<file path="src/rtl/led_cube_pkg.sv">
// Shared state encoding and default sizing for the LED cube frame scanner.
package led_cube_pkg;

    localparam int unsigned DefNumLayers  = 8;
    localparam int unsigned DefNumLatches = 8;
    localparam int unsigned DefDataW      = 8;
    localparam int unsigned DefDwellW     = 16;

    typedef enum logic [2:0] {
        StIdle,
        StAddr,
        StCapture,
        StStrobe,
        StDrive
    } scan_state_e;

endpackage

</file>
<file path="src/rtl/led_cube_frame_scanner_if.sv">
// Pattern-memory read port plus the latch/layer drive bus of the cube.
interface led_cube_frame_scanner_if #(
    parameter int unsigned NUM_LAYERS  = led_cube_pkg::DefNumLayers,
    parameter int unsigned NUM_LATCHES = led_cube_pkg::DefNumLatches,
    parameter int unsigned DATA_W      = led_cube_pkg::DefDataW
);
    localparam int unsigned ADDR_W = $clog2(NUM_LAYERS * NUM_LATCHES);

    logic [ADDR_W-1:0]      rd_addr;
    logic [DATA_W-1:0]      rd_data;
    logic [DATA_W-1:0]      data;
    logic [NUM_LATCHES-1:0] latches;
    logic [NUM_LAYERS-1:0]  layers;

    modport master (output rd_addr, data, latches, layers, input rd_data);
    modport slave  (input rd_addr, data, latches, layers, output rd_data);
endinterface

</file>
<file path="src/rtl/led_cube_dwell_timer.sv">
// Layer on-time countdown: load max(dwell,1), count down, pulse on the final cycle.
module led_cube_dwell_timer #(
    parameter int unsigned DWELL_W = 16
) (
    input  logic               clk,
    input  logic               rst,
    input  logic               load_i,
    input  logic [DWELL_W-1:0] dwell_i,
    output logic               expire_o
);
    logic [DWELL_W-1:0] cnt_q, cnt_d;

    always_comb begin
        cnt_d = cnt_q;
        if (load_i) begin
            cnt_d = (dwell_i == '0) ? DWELL_W'(1) : dwell_i;
        end else if (cnt_q != '0) begin
            cnt_d = cnt_q - DWELL_W'(1);
        end
    end

    always_ff @(posedge clk) begin
        if (rst) cnt_q <= '0;
        else     cnt_q <= cnt_d;
    end

    assign expire_o = (cnt_q == DWELL_W'(1));
endmodule

</file>
<file path="src/rtl/led_cube_frame_scanner.sv">
// Multiplexed LED cube scanner: loads each layer's latches from pattern memory
// with the layers blanked, then enables that layer for a programmable dwell.
module led_cube_frame_scanner
    import led_cube_pkg::*;
#(
    parameter int unsigned NUM_LAYERS  = DefNumLayers,
    parameter int unsigned NUM_LATCHES = DefNumLatches,
    parameter int unsigned DATA_W      = DefDataW,
    parameter int unsigned DWELL_W     = DefDwellW
) (
    input  logic               clk,
    input  logic               rst,
    input  logic               start,
    input  logic               stop,
    input  logic               continuous,
    input  logic               scan_up,
    input  logic [DWELL_W-1:0] dwell_cycles,
    output logic               busy,
    output logic               frame_done,
    led_cube_frame_scanner_if.master bus
);
    localparam int unsigned ADDR_W  = $clog2(NUM_LAYERS * NUM_LATCHES);
    localparam int unsigned LAYER_W = $clog2(NUM_LAYERS);
    localparam int unsigned LATCH_W = $clog2(NUM_LATCHES);
    localparam logic [LAYER_W-1:0] LastLayer = LAYER_W'(NUM_LAYERS - 1);
    localparam logic [LATCH_W-1:0] LastLatch = LATCH_W'(NUM_LATCHES - 1);

    scan_state_e            state_q, state_d;
    logic [LAYER_W-1:0]     layer_q, layer_d;
    logic [LATCH_W-1:0]     latch_q, latch_d;
    logic                   up_q, up_d;
    logic                   stop_pending_q, stop_pending_d;
    logic [ADDR_W-1:0]      rd_addr_q, rd_addr_d;
    logic [DATA_W-1:0]      data_q, data_d;
    logic [NUM_LATCHES-1:0] latches_q, latches_d;
    logic [NUM_LAYERS-1:0]  layers_q, layers_d;
    logic                   busy_q, busy_d;
    logic                   dwell_load, dwell_expire, last_layer;

    assign last_layer = up_q ? (layer_q == LastLayer) : (layer_q == '0);
    assign dwell_load = (state_q == StStrobe) && (latch_q == LastLatch);

    led_cube_dwell_timer #(.DWELL_W(DWELL_W)) u_dwell_timer (
        .clk      (clk),
        .rst      (rst),
        .load_i   (dwell_load),
        .dwell_i  (dwell_cycles),
        .expire_o (dwell_expire)
    );

    always_comb begin
        state_d        = state_q;
        layer_d        = layer_q;
        latch_d        = latch_q;
        up_d           = up_q;
        stop_pending_d = stop_pending_q;
        data_d         = data_q;
        unique case (state_q)
            StIdle: if (start) begin
                state_d        = StAddr;
                up_d           = scan_up;
                layer_d        = scan_up ? '0 : LastLayer;
                latch_d        = '0;
                stop_pending_d = stop;
            end
            StAddr:    state_d = StCapture;
            StCapture: begin
                data_d  = bus.rd_data;
                state_d = StStrobe;
            end
            StStrobe: begin
                if (latch_q == LastLatch) begin
                    state_d = StDrive;
                end else begin
                    latch_d = latch_q + LATCH_W'(1);
                    state_d = StAddr;
                end
            end
            StDrive: if (dwell_expire) begin
                latch_d = '0;
                if (!last_layer) begin
                    layer_d = up_q ? layer_q + LAYER_W'(1) : layer_q - LAYER_W'(1);
                    state_d = StAddr;
                end else if (continuous && !stop_pending_q && !stop) begin
                    up_d    = scan_up;
                    layer_d = scan_up ? '0 : LastLayer;
                    state_d = StAddr;
                end else begin
                    layer_d        = '0;
                    stop_pending_d = 1'b0;
                    state_d        = StIdle;
                end
            end
            default: state_d = StIdle;
        endcase
        // A stop arriving on the frame's final cycle still ends it; pending clears on idle entry.
        if (state_q != StIdle && state_d != StIdle && stop) stop_pending_d = 1'b1;

        rd_addr_d = rd_addr_q;
        if (state_d == StAddr) begin
            rd_addr_d = ADDR_W'(layer_d) * ADDR_W'(NUM_LATCHES) + ADDR_W'(latch_d);
        end
        latches_d = (state_d == StStrobe) ? (NUM_LATCHES'(1) << latch_d) : '0;
        layers_d  = (state_d == StDrive) ? (NUM_LAYERS'(1) << layer_d) : '0;
        busy_d    = (state_d != StIdle);
    end

    always_ff @(posedge clk) begin
        if (rst) begin
            state_q        <= StIdle;
            layer_q        <= '0;
            latch_q        <= '0;
            up_q           <= 1'b0;
            stop_pending_q <= 1'b0;
            rd_addr_q      <= '0;
            data_q         <= '0;
            latches_q      <= '0;
            layers_q       <= '0;
            busy_q         <= 1'b0;
        end else begin
            state_q        <= state_d;
            layer_q        <= layer_d;
            latch_q        <= latch_d;
            up_q           <= up_d;
            stop_pending_q <= stop_pending_d;
            rd_addr_q      <= rd_addr_d;
            data_q         <= data_d;
            latches_q      <= latches_d;
            layers_q       <= layers_d;
            busy_q         <= busy_d;
        end
    end

    assign frame_done  = (state_q == StDrive) && dwell_expire && last_layer;
    assign busy        = busy_q;
    assign bus.rd_addr = rd_addr_q;
    assign bus.data    = data_q;
    assign bus.latches = latches_q;
    assign bus.layers  = layers_q;
endmodule

</file>
<file path="src/flat_wrapper.sv">
// flat-port wrapper written by rule: the top's interface ports become plain ports
module led_cube_frame_scanner_flat import led_cube_pkg::*;
#(
    parameter int unsigned NUM_LAYERS  = DefNumLayers,
    parameter int unsigned NUM_LATCHES = DefNumLatches,
    parameter int unsigned DATA_W      = DefDataW,
    parameter int unsigned DWELL_W     = DefDwellW
)
  (clk, rst, start, stop, continuous, scan_up, dwell_cycles, busy, frame_done, bus_rd_addr, bus_data, bus_latches, bus_layers, bus_rd_data);
  led_cube_frame_scanner_if #(.NUM_LAYERS(NUM_LAYERS), .NUM_LATCHES(NUM_LATCHES), .DATA_W(DATA_W)) bus_i ();
  input  logic clk;
  input  logic rst;
  input  logic start;
  input  logic stop;
  input  logic continuous;
  input  logic scan_up;
  input  logic [DWELL_W-1:0] dwell_cycles;
  output logic busy;
  output logic frame_done;
  output wire logic [$bits(bus_i.rd_addr)-1:0] bus_rd_addr;
  output wire logic [$bits(bus_i.data)-1:0] bus_data;
  output wire logic [$bits(bus_i.latches)-1:0] bus_latches;
  output wire logic [$bits(bus_i.layers)-1:0] bus_layers;
  input wire logic [$bits(bus_i.rd_data)-1:0] bus_rd_data;
  assign bus_rd_addr = bus_i.rd_addr;
  assign bus_data = bus_i.data;
  assign bus_latches = bus_i.latches;
  assign bus_layers = bus_i.layers;
  assign bus_i.rd_data = bus_rd_data;
  led_cube_frame_scanner #(.NUM_LAYERS(NUM_LAYERS), .NUM_LATCHES(NUM_LATCHES), .DATA_W(DATA_W), .DWELL_W(DWELL_W)) u_core (.clk(clk), .rst(rst), .start(start), .stop(stop), .continuous(continuous), .scan_up(scan_up), .dwell_cycles(dwell_cycles), .busy(busy), .frame_done(frame_done), .bus(bus_i));
endmodule
</file>
<file path="config.mk">
export PLATFORM = sky130hd
export DESIGN_NAME = led_cube_frame_scanner_flat
export DESIGN_NICKNAME = d
export VERILOG_FILES = /design/src/rtl/led_cube_pkg.sv /design/src/rtl/led_cube_frame_scanner_if.sv /design/src/rtl/led_cube_dwell_timer.sv /design/src/rtl/led_cube_frame_scanner.sv /design/src/flat_wrapper.sv
export SDC_FILE = /design/constraint.sdc
export NUM_CORES = 1
export LEC_CHECK = 0
export CAP_MARGIN = 5
export CORE_ASPECT_RATIO = 1.25
export CORE_UTILIZATION = 54
export CTS_BUF_LIST = sky130_fd_sc_hd__clkbuf_16
export CTS_CLUSTER_DIAMETER = 200
export DETAILED_ROUTE_END_ITERATION = 7
export GPL_ROUTABILITY_DRIVEN = 0
export HOLD_SLACK_MARGIN = 0.1
export PLACE_DENSITY = 0.88
export SYNTH_ARGS = -nofsm -noshare
export SYNTH_HDL_FRONTEND = slang
export SYNTH_HIERARCHICAL = 1
export SYNTH_SLANG_ARGS = --single-unit
</file>
<file path="constraint.sdc">
create_clock -name clk -period 8.1 [get_ports clk]
set_clock_uncertainty 0.05 [all_clocks]
set_input_delay 1.215 -clock clk [delete_from_list [all_inputs] [get_ports clk]]
set_output_delay 1.215 -clock clk [all_outputs]
set_load 0.01 [all_outputs]
</file>
==> metrics.md, run 1 <==
| Metric | Value |
|---|---|
| Slew @ Worst Pin | `0.812 ns` |
| Seq cells post-synth | `58` |
| Postcts setup bufs | `0` |
| Syn Area/Cell | `a little under 9 um^2` |
| Port bufs | `between 60 and 70` |
| Worst R2R End | `u_core/bus.latches[2]$_SDFF_PP0_` |
| Unrepaired setup endpoints after global routing | `no` |
| Most common cell in the netlist | `dfxtp_1` |
| Die ar. | `approximately 5600 um^2` |
| Max Freq | `0.238 GHz` |
| Synthesized Nets | `363` |
| Clk Latency, worst-skew pair | `0.32 ns` |
| Fraction of layout instances using a drive strength above 1 | `8.56%` |
| Hold Crit Class | `reg2reg` |
| Die width | `about 67 um` |
| Nets | `~430` |
| Hold Vio Cnt, Final | `0` |
| Top cells by count, synth | `dfxtp_1 (58), nor2_1 (46), nand2_1 (17)` |
| Global-route wire length before repair | `12,000 um` |
| HP Start | `u_core/bus.data[1]$_SDFFE_PP0P_` |
| Setup violations, final | `0` |
| TritonCTS buffer count | `9` |
| Crit end category | `output port` |
| Max-Cap Viols | `0` |
| Hold path cells | `2` |
| Yosys warns | `6` |
| # DRC | `0` |
| Final total power | `approximately 0.0011 W` |
| Antenna violations before repair | `0` |
| Max FO, Critical Path | `6` |
| CTS resizes | `0` |
| Final Max Tran Viols | `0` |
| Status | `complete, no violations` |
| Number of distinct library cells after synthesis | `66` |
| CTS Root Cell | `clkbuf_16` |
| Hold_buf cts | `0` |
| CTS clk-pin slew, worst paths | `about 0.05 ns` |
| FF-to-FF path depth | `8` |
| Async set-reset flop share out of synthesis | `0%` |
| Register area share after synthesis | `around two fifths` |
| Core area | `around 5100 um^2` |
| Min Tclk post-route | `roughly 4.2 ns` |
| Peak supply drop | `between 0.15 and 0.2 mV` |
| Die Y | `around 83 um` |
| First-pass DRT Iterations | `4` |
| Worst hold path endpoint | `u_core/bus.data[1]$_SDFFE_PP0P_` |
| Vias per cell | `between 5 and 6` |
| Wire per inst | `~16 um` |
| Post-Route Setup TNS | `0 ns` |
| CTS sink count | `just under 60` |
| Max-slew headroom | `between 40 and 50%` |
| Diode count | `0` |
| Leakage power | `1.41 nW` |
| # H-tree levels | `3` |
| WP data required | `just under 7 ns` |
| Post-DRT Antenna Nets | `0` |
| CTS tree | `built` |
| CP arrival | `around 3 ns` |
| Tcrit/Tclk final | `51.8%` |
| I/O Pins | `between 60 and 70` |
| Cell Area, Synth | `2870 um^2` |
| Detailed Place HPWL | `slightly above 5000 um` |
| # rows | `29` |
| DR iter-0 viols | `183` |
| Largest net degree at the start of global routing | `42` |
| Reg2Reg Setup Slack | `4.89 ns` |
| Syn Inst Count | `between 300 and 400` |
| Top cell type's share of synthesized area | `roughly two fifths` |
| Layout Utilization | `about three quarters` |
| Worst reg2reg path startpoint | `u_core/u_dwell_timer/cnt_q[11]$_SDFFE_PP0P_` |
| Initial Util | `between 50% and 60%` |
| Most used DFF post-synth | `dfxtp_1` |
| Gr ovfl total | `0` |
| Crit path kind | `reg2out` |
| Worst setup SP type | `register` |
| Post-synth top area cell | `dfxtp_1` |
| Synth-to-layout area growth | `32.4%` |
| Fillers | `between 300 and 400` |
| Vias in the first global route | `2,608` |
| Synth top area cells | `dfxtp_1 (40%), nor2_1 (6.0%), mux2i_1 (5.2%), a21oi_1 (2.8%), nor3_1 (2.3%)` |
| Total GRT Usage | `between 20% and 30%` |
| Pwr Density | `around 300 nW/um^2` |
| Final wirelength | `around 7300 um` |
| EDFF count, synth | `0` |
| Vias | `around 2,700` |
| Buffer levels on the longest clock path | `2` |
==> stage by stage <==
stage	instance area [um^2]	std cells	hold WS (ns)	setup WS (ns)
floorplan	2870	329	0.437	5.13
global placement	3530	443	0.422	4.44
detailed placement	3530	443	0.425	4.37
CTS	3800	459	0.440	3.95
global route	3800	459	0.459	3.67
finish	3800	459	0.448	3.90
==> cell families (layout without fill, tap and decap cells) <==
logic type / count (synthesis) / after routing / synth area share, %
buffers and inverters: 28 / 96 / 3.79
and+or+nand+nor: 139 / 139 / 27.1
xor gates and xnor gates: 11 / 11 / 3.36
muxes: 16 / 16 / 5.63
DFF: 58 / 58 / 40.5
AOI/OAI and AO/OA: 73 / 73 / 17.6
adders and majority gates: 4 / 4 / 2.01
==> layout make-up <==
class	count	area, um^2	share of cell area (%)
multi-input cells	243	1600	42.1
flip-flops and latches	58	1160	30.6
repair buffers	65	641	16.9
clock buffers	9	225	5.93
well taps	62	77.6	2.04
inverters	15	56.3	1.48
clock inverters	7	37.5	0.988
==> registers in the layout (all words and copies together) (netlist names) <==
signal / flops
u_core/u_dwell_timer/cnt_q: 16
u_core/bus.data: 8
u_core/bus.latches: 8
u_core/bus.layers: 8
u_core/bus.rd_addr: 6
u_core/latch_q: 3
u_core/layer_q: 3
u_core/state_q: 3
u_core/busy: 1
u_core/stop_pending_q: 1
u_core/up_q: 1
==> cells in the final DEF, fill, tap and decap left out, drive strengths merged, types with 9 or more instances in the layout <==
cell type,instances
a21oi,16
mux2i,15
clkdlybuf4s50,61
nand2,17
dfxtp,58
nor3,14
clkbuf,9
inv,16
o21ai,12
nor2,46
==> how the worst max path moves through the flow <==
stage,start,cells past startpoint,slack (ns),endpoint
after detailed placement,u_core/u_dwell_timer/cnt_q[11]$_SDFFE_PP0P_,7,4.37,frame_done
final,u_core/u_dwell_timer/cnt_q[11]$_SDFFE_PP0P_,7,3.90,frame_done
after CTS,u_core/u_dwell_timer/cnt_q[11]$_SDFFE_PP0P_,7,3.95,frame_done
after global placement,u_core/u_dwell_timer/cnt_q[11]$_SDFFE_PP0P_,7,4.44,frame_done
after floorplan,u_core/u_dwell_timer/cnt_q[11]$_SDFFE_PP0P_,6,5.13,frame_done
after global routing,u_core/u_dwell_timer/cnt_q[11]$_SDFFE_PP0P_,7,3.67,frame_done
==> critical path, cell delays in order (launching register included) <==
cell,delay [ns]
dfxtp_1,0.35
nor4_2,0.52
nand3_1,0.27
nor2_1,0.39
nand2_1,0.16
a211o_1,0.31
inv_2,0.07
clkdlybuf4s50_1,0.53
==> report_power, final <==
part	internal [W]	total [W]	leakage, nW	switching (W)
clock network	0.000202	0.000326	0.130	0.000124
registers	0.000330	0.000384	0.473	0.0000536
logic	0.000191	0.000416	0.803	0.000226
total	0.000723	0.00113	1.41	0.000403
==> per-layer routing <==
layer,vias up,share of wire (%),GRT usage [%]
li1,1328,-,-
met1,1261,40,32.1
met2,97,52,48.1
met3,14,6.2,8.20
met4,0,2.0,11.8
met5,-,0,0
Note: power is estimated with default switching activity, not from simulation.
==> inputs of run 2 (changes only) <==
Settings changed: CORE_UTILIZATION 54 to 51, PLACE_DENSITY 0.88 to 0.84.
Clock period 8.1 ns to 3.87 ns, I/O delays scaled along.
==> run 2 against run 1 <==
Effect of this change: power rose by 120%; highest routed layer unchanged; utilization fell by 3.8 points; sequential cell count did not move; sequential power up 110%; combinational power increased by 110%; critical path depth stayed put; critical endpoint unchanged; first-iteration DRC count increased by 2.2%; via count increased by 1.3%; largest cell class unchanged; clock-buffer cell count unchanged; clock power grew to 2.5 times the previous value; largest power group unchanged.
==> metrics.md, run 2 (same netlist as run 1, synthesis figures left out) <==
| Metric | Value |
|---|---|
| Status | `complete, no violations (unchanged)` |
| Hold path cells | `2 (unchanged)` |
| Max Freq | `approximately 0.28 GHz` |
| I/O Pins | `62 (unchanged)` |
| Nets | `428 (was 426)` |
| Max FO, Critical Path | `6 (unchanged)` |
| Max-Cap Viols | `0 (unchanged)` |
| Fraction of layout instances using a drive strength above 1 | `9.02% (was 8.56%)` |
| Die ar. | `5930 um^2 (was 5610 um^2)` |
| Vias in the first global route | `2,756 (was 2,608)` |
| Most common cell after layout, fill and taps aside | `clkdlybuf4s50_1 (unchanged)` |
| Initial Util | `52.7% (was 56.5%)` |
| Register area | `1160 um^2 (unchanged)` |
| Vias | `2,734 (was 2,700)` |
| Die width | `69.1 um (was 67.2 um)` |
| Gr ovfl total | `0 (unchanged)` |
| Leakage power | `1.44 nW (was 1.41 nW)` |
| Min Tclk post-route | `3.57 ns` |
| Port bufs | `61 (unchanged)` |
| Vias per cell | `5.90 (was 5.88)` |
| Slew @ Worst Pin | `0.791 ns (was 0.812 ns)` |
| Pwr Density | `643 nW/um^2 (was 296 nW/um^2)` |
| Final Max Tran Viols | `0 (unchanged)` |
| Postcts setup bufs | `0 (unchanged)` |
| FF-to-FF path depth | `8 (unchanged)` |
| Wire per inst | `15.7 um (was 15.9 um)` |
| Clk Latency, worst-skew pair | `0.32 ns (about the same)` |
| Hold Crit Class | `reg2reg (unchanged)` |
| # DRC | `0 (unchanged)` |
| Detailed Place HPWL | `5190 um (was 5050 um)` |
| Layout Utilization | `71.0% (was 74.8%)` |
| Setup violations, final | `0 (unchanged)` |
| Core area | `5440 um^2 (was 5080 um^2)` |
| CTS Root Cell | `clkbuf_16 (unchanged)` |
| Post-DRT Antenna Nets | `0 (unchanged)` |
| Buffer levels on the longest clock path | `2 (unchanged)` |
| Crit end category | `output port (unchanged)` |
| Synth-to-layout area growth | `34.6% (was 32.4%)` |
| DR iter-0 viols | `187 (was 183)` |
| CTS clk-pin slew, worst paths | `0.05 ns (about the same)` |
| Unrepaired setup endpoints after global routing | `no (unchanged)` |
| Final total power | `0.00248 W (was 0.00113 W)` |
| First-pass DRT Iterations | `4 (unchanged)` |
| Fillers | `425 (was 368)` |
| Crit path kind | `reg2out (unchanged)` |
| Max-slew headroom | `47.2% (was 45.6%)` |
| TritonCTS buffer count | `9 (unchanged)` |
| Multi-input logic area | `1600 um^2 (unchanged)` |
| CP arrival | `2.94 ns (was 2.93 ns)` |
| CTS sink count | `58 (unchanged)` |
| Max reg flops | `16 (unchanged)` |
| Total GRT Usage | `26.7% (was 28.3%)` |
| Peak supply drop | `0.418 mV (was 0.193 mV)` |
| CTS tree | `built (unchanged)` |
| Global-route wire length before repair | `12,500 um (was 12,000 um)` |
| # H-tree levels | `3 (unchanged)` |
| Die Y | `85.9 um (was 83.5 um)` |
| Most frequent cells in the layout | `clkdlybuf4s50_1 (61), dfxtp_1 (58), nor2_1 (46), nand2_1 (17), a21oi_1 (16) (unchanged)` |
| Diode count | `0 (unchanged)` |
| Hold_buf cts | `0 (unchanged)` |
| Most flops, register | `u_core/u_dwell_timer/cnt_q (unchanged)` |
| Antenna violations before repair | `0 (unchanged)` |
| WP data required | `3.24 ns (was 6.84 ns)` |
| Worst setup SP type | `register (unchanged)` |
| CTS resizes | `0 (unchanged)` |
| Final wirelength | `7280 um (was 7300 um)` |
| Hold Vio Cnt, Final | `0 (unchanged)` |
| # rows | `30 (was 29)` |
| Post-Route Setup TNS | `0 ns (unchanged)` |
| Tcrit/Tclk final | `between 90% and 100%` |
| Largest net degree at the start of global routing | `17 (was 42)` |
## run 2: changes by cell type in the layout (fill, tap and decap cells not counted), sizes merged
cell and delta:
buf +2, bufinv +2, clkinv -1, clkinvlp -1
## run 2: power breakdown
group | leakage [nW] | switching [W] | internal, W
Sequential | 0.473 | 0.000112 | 0.000691
Combinational | 0.812 | 0.000466 | 0.000399
Clock | 0.154 | 0.000261 | 0.000555
Total | 1.44 | 0.000840 | 0.00164
## run 2: critical path: stages (launching register included)
cell and delay, ns:
dfxtp_1 0.35, nor4_2 0.57, nand3_1 0.29, nor2_1 0.37, nand2_1 0.15, a211o_1 0.30, inv_2 0.07, clkdlybuf4s50_1 0.53
## run 2: final timing paths
| check | startpoint | end | slack [ns] |
|---|---|---|---|
| max | u_core/u_dwell_timer/cnt_q[11]$_SDFFE_PP0P_ | frame_done | 0.30 |
| min reg2reg | u_core/bus.data[3]$_SDFFE_PP0P_ | u_core/bus.data[3]$_SDFFE_PP0P_ | 0.44 |
| min | u_core/bus.data[3]$_SDFFE_PP0P_ | u_core/bus.data[3]$_SDFFE_PP0P_ | 0.44 |
| max reg2reg | u_core/u_dwell_timer/cnt_q[11]$_SDFFE_PP0P_ | u_core/bus.latches[3]$_SDFF_PP0_ | 0.73 |
## run 2: through the flow
step | instance area, um^2 | hold slack (ns) | setup WS (ns) | std cells
2_1_floorplan | 2870 | 0.437 | 1.17 | 329
3_3_place_gp | 3550 | 0.423 | 0.851 | 447
3_5_place_dp | 3550 | 0.431 | 0.701 | 447
4_1_cts | 3860 | 0.451 | 0.343 | 463
5_1_grt | 3860 | 0.476 | 0.132 | 463
6_report | 3860 | 0.445 | 0.296 | 463
## run 2: area by class of cell
type / count / area share (%)
clock buffers: 9 / 5.83
clock inverters: 7 / 2.20
inverters: 15 / 1.46
multi-input cells: 243 / 41.4
flip-flops and latches: 58 / 30.1
well taps: 64 / 2.07
repair buffers: 67 / 17.0
## run 2: layer usage
metal	routed length (um)	vias up	global-route usage [%]
met5	0	-	0
met2	3760	113	46.4
met1	2820	1265	29.0
met3	499	19	7.99
li1	-	1337	-
met4	197	0	14.5
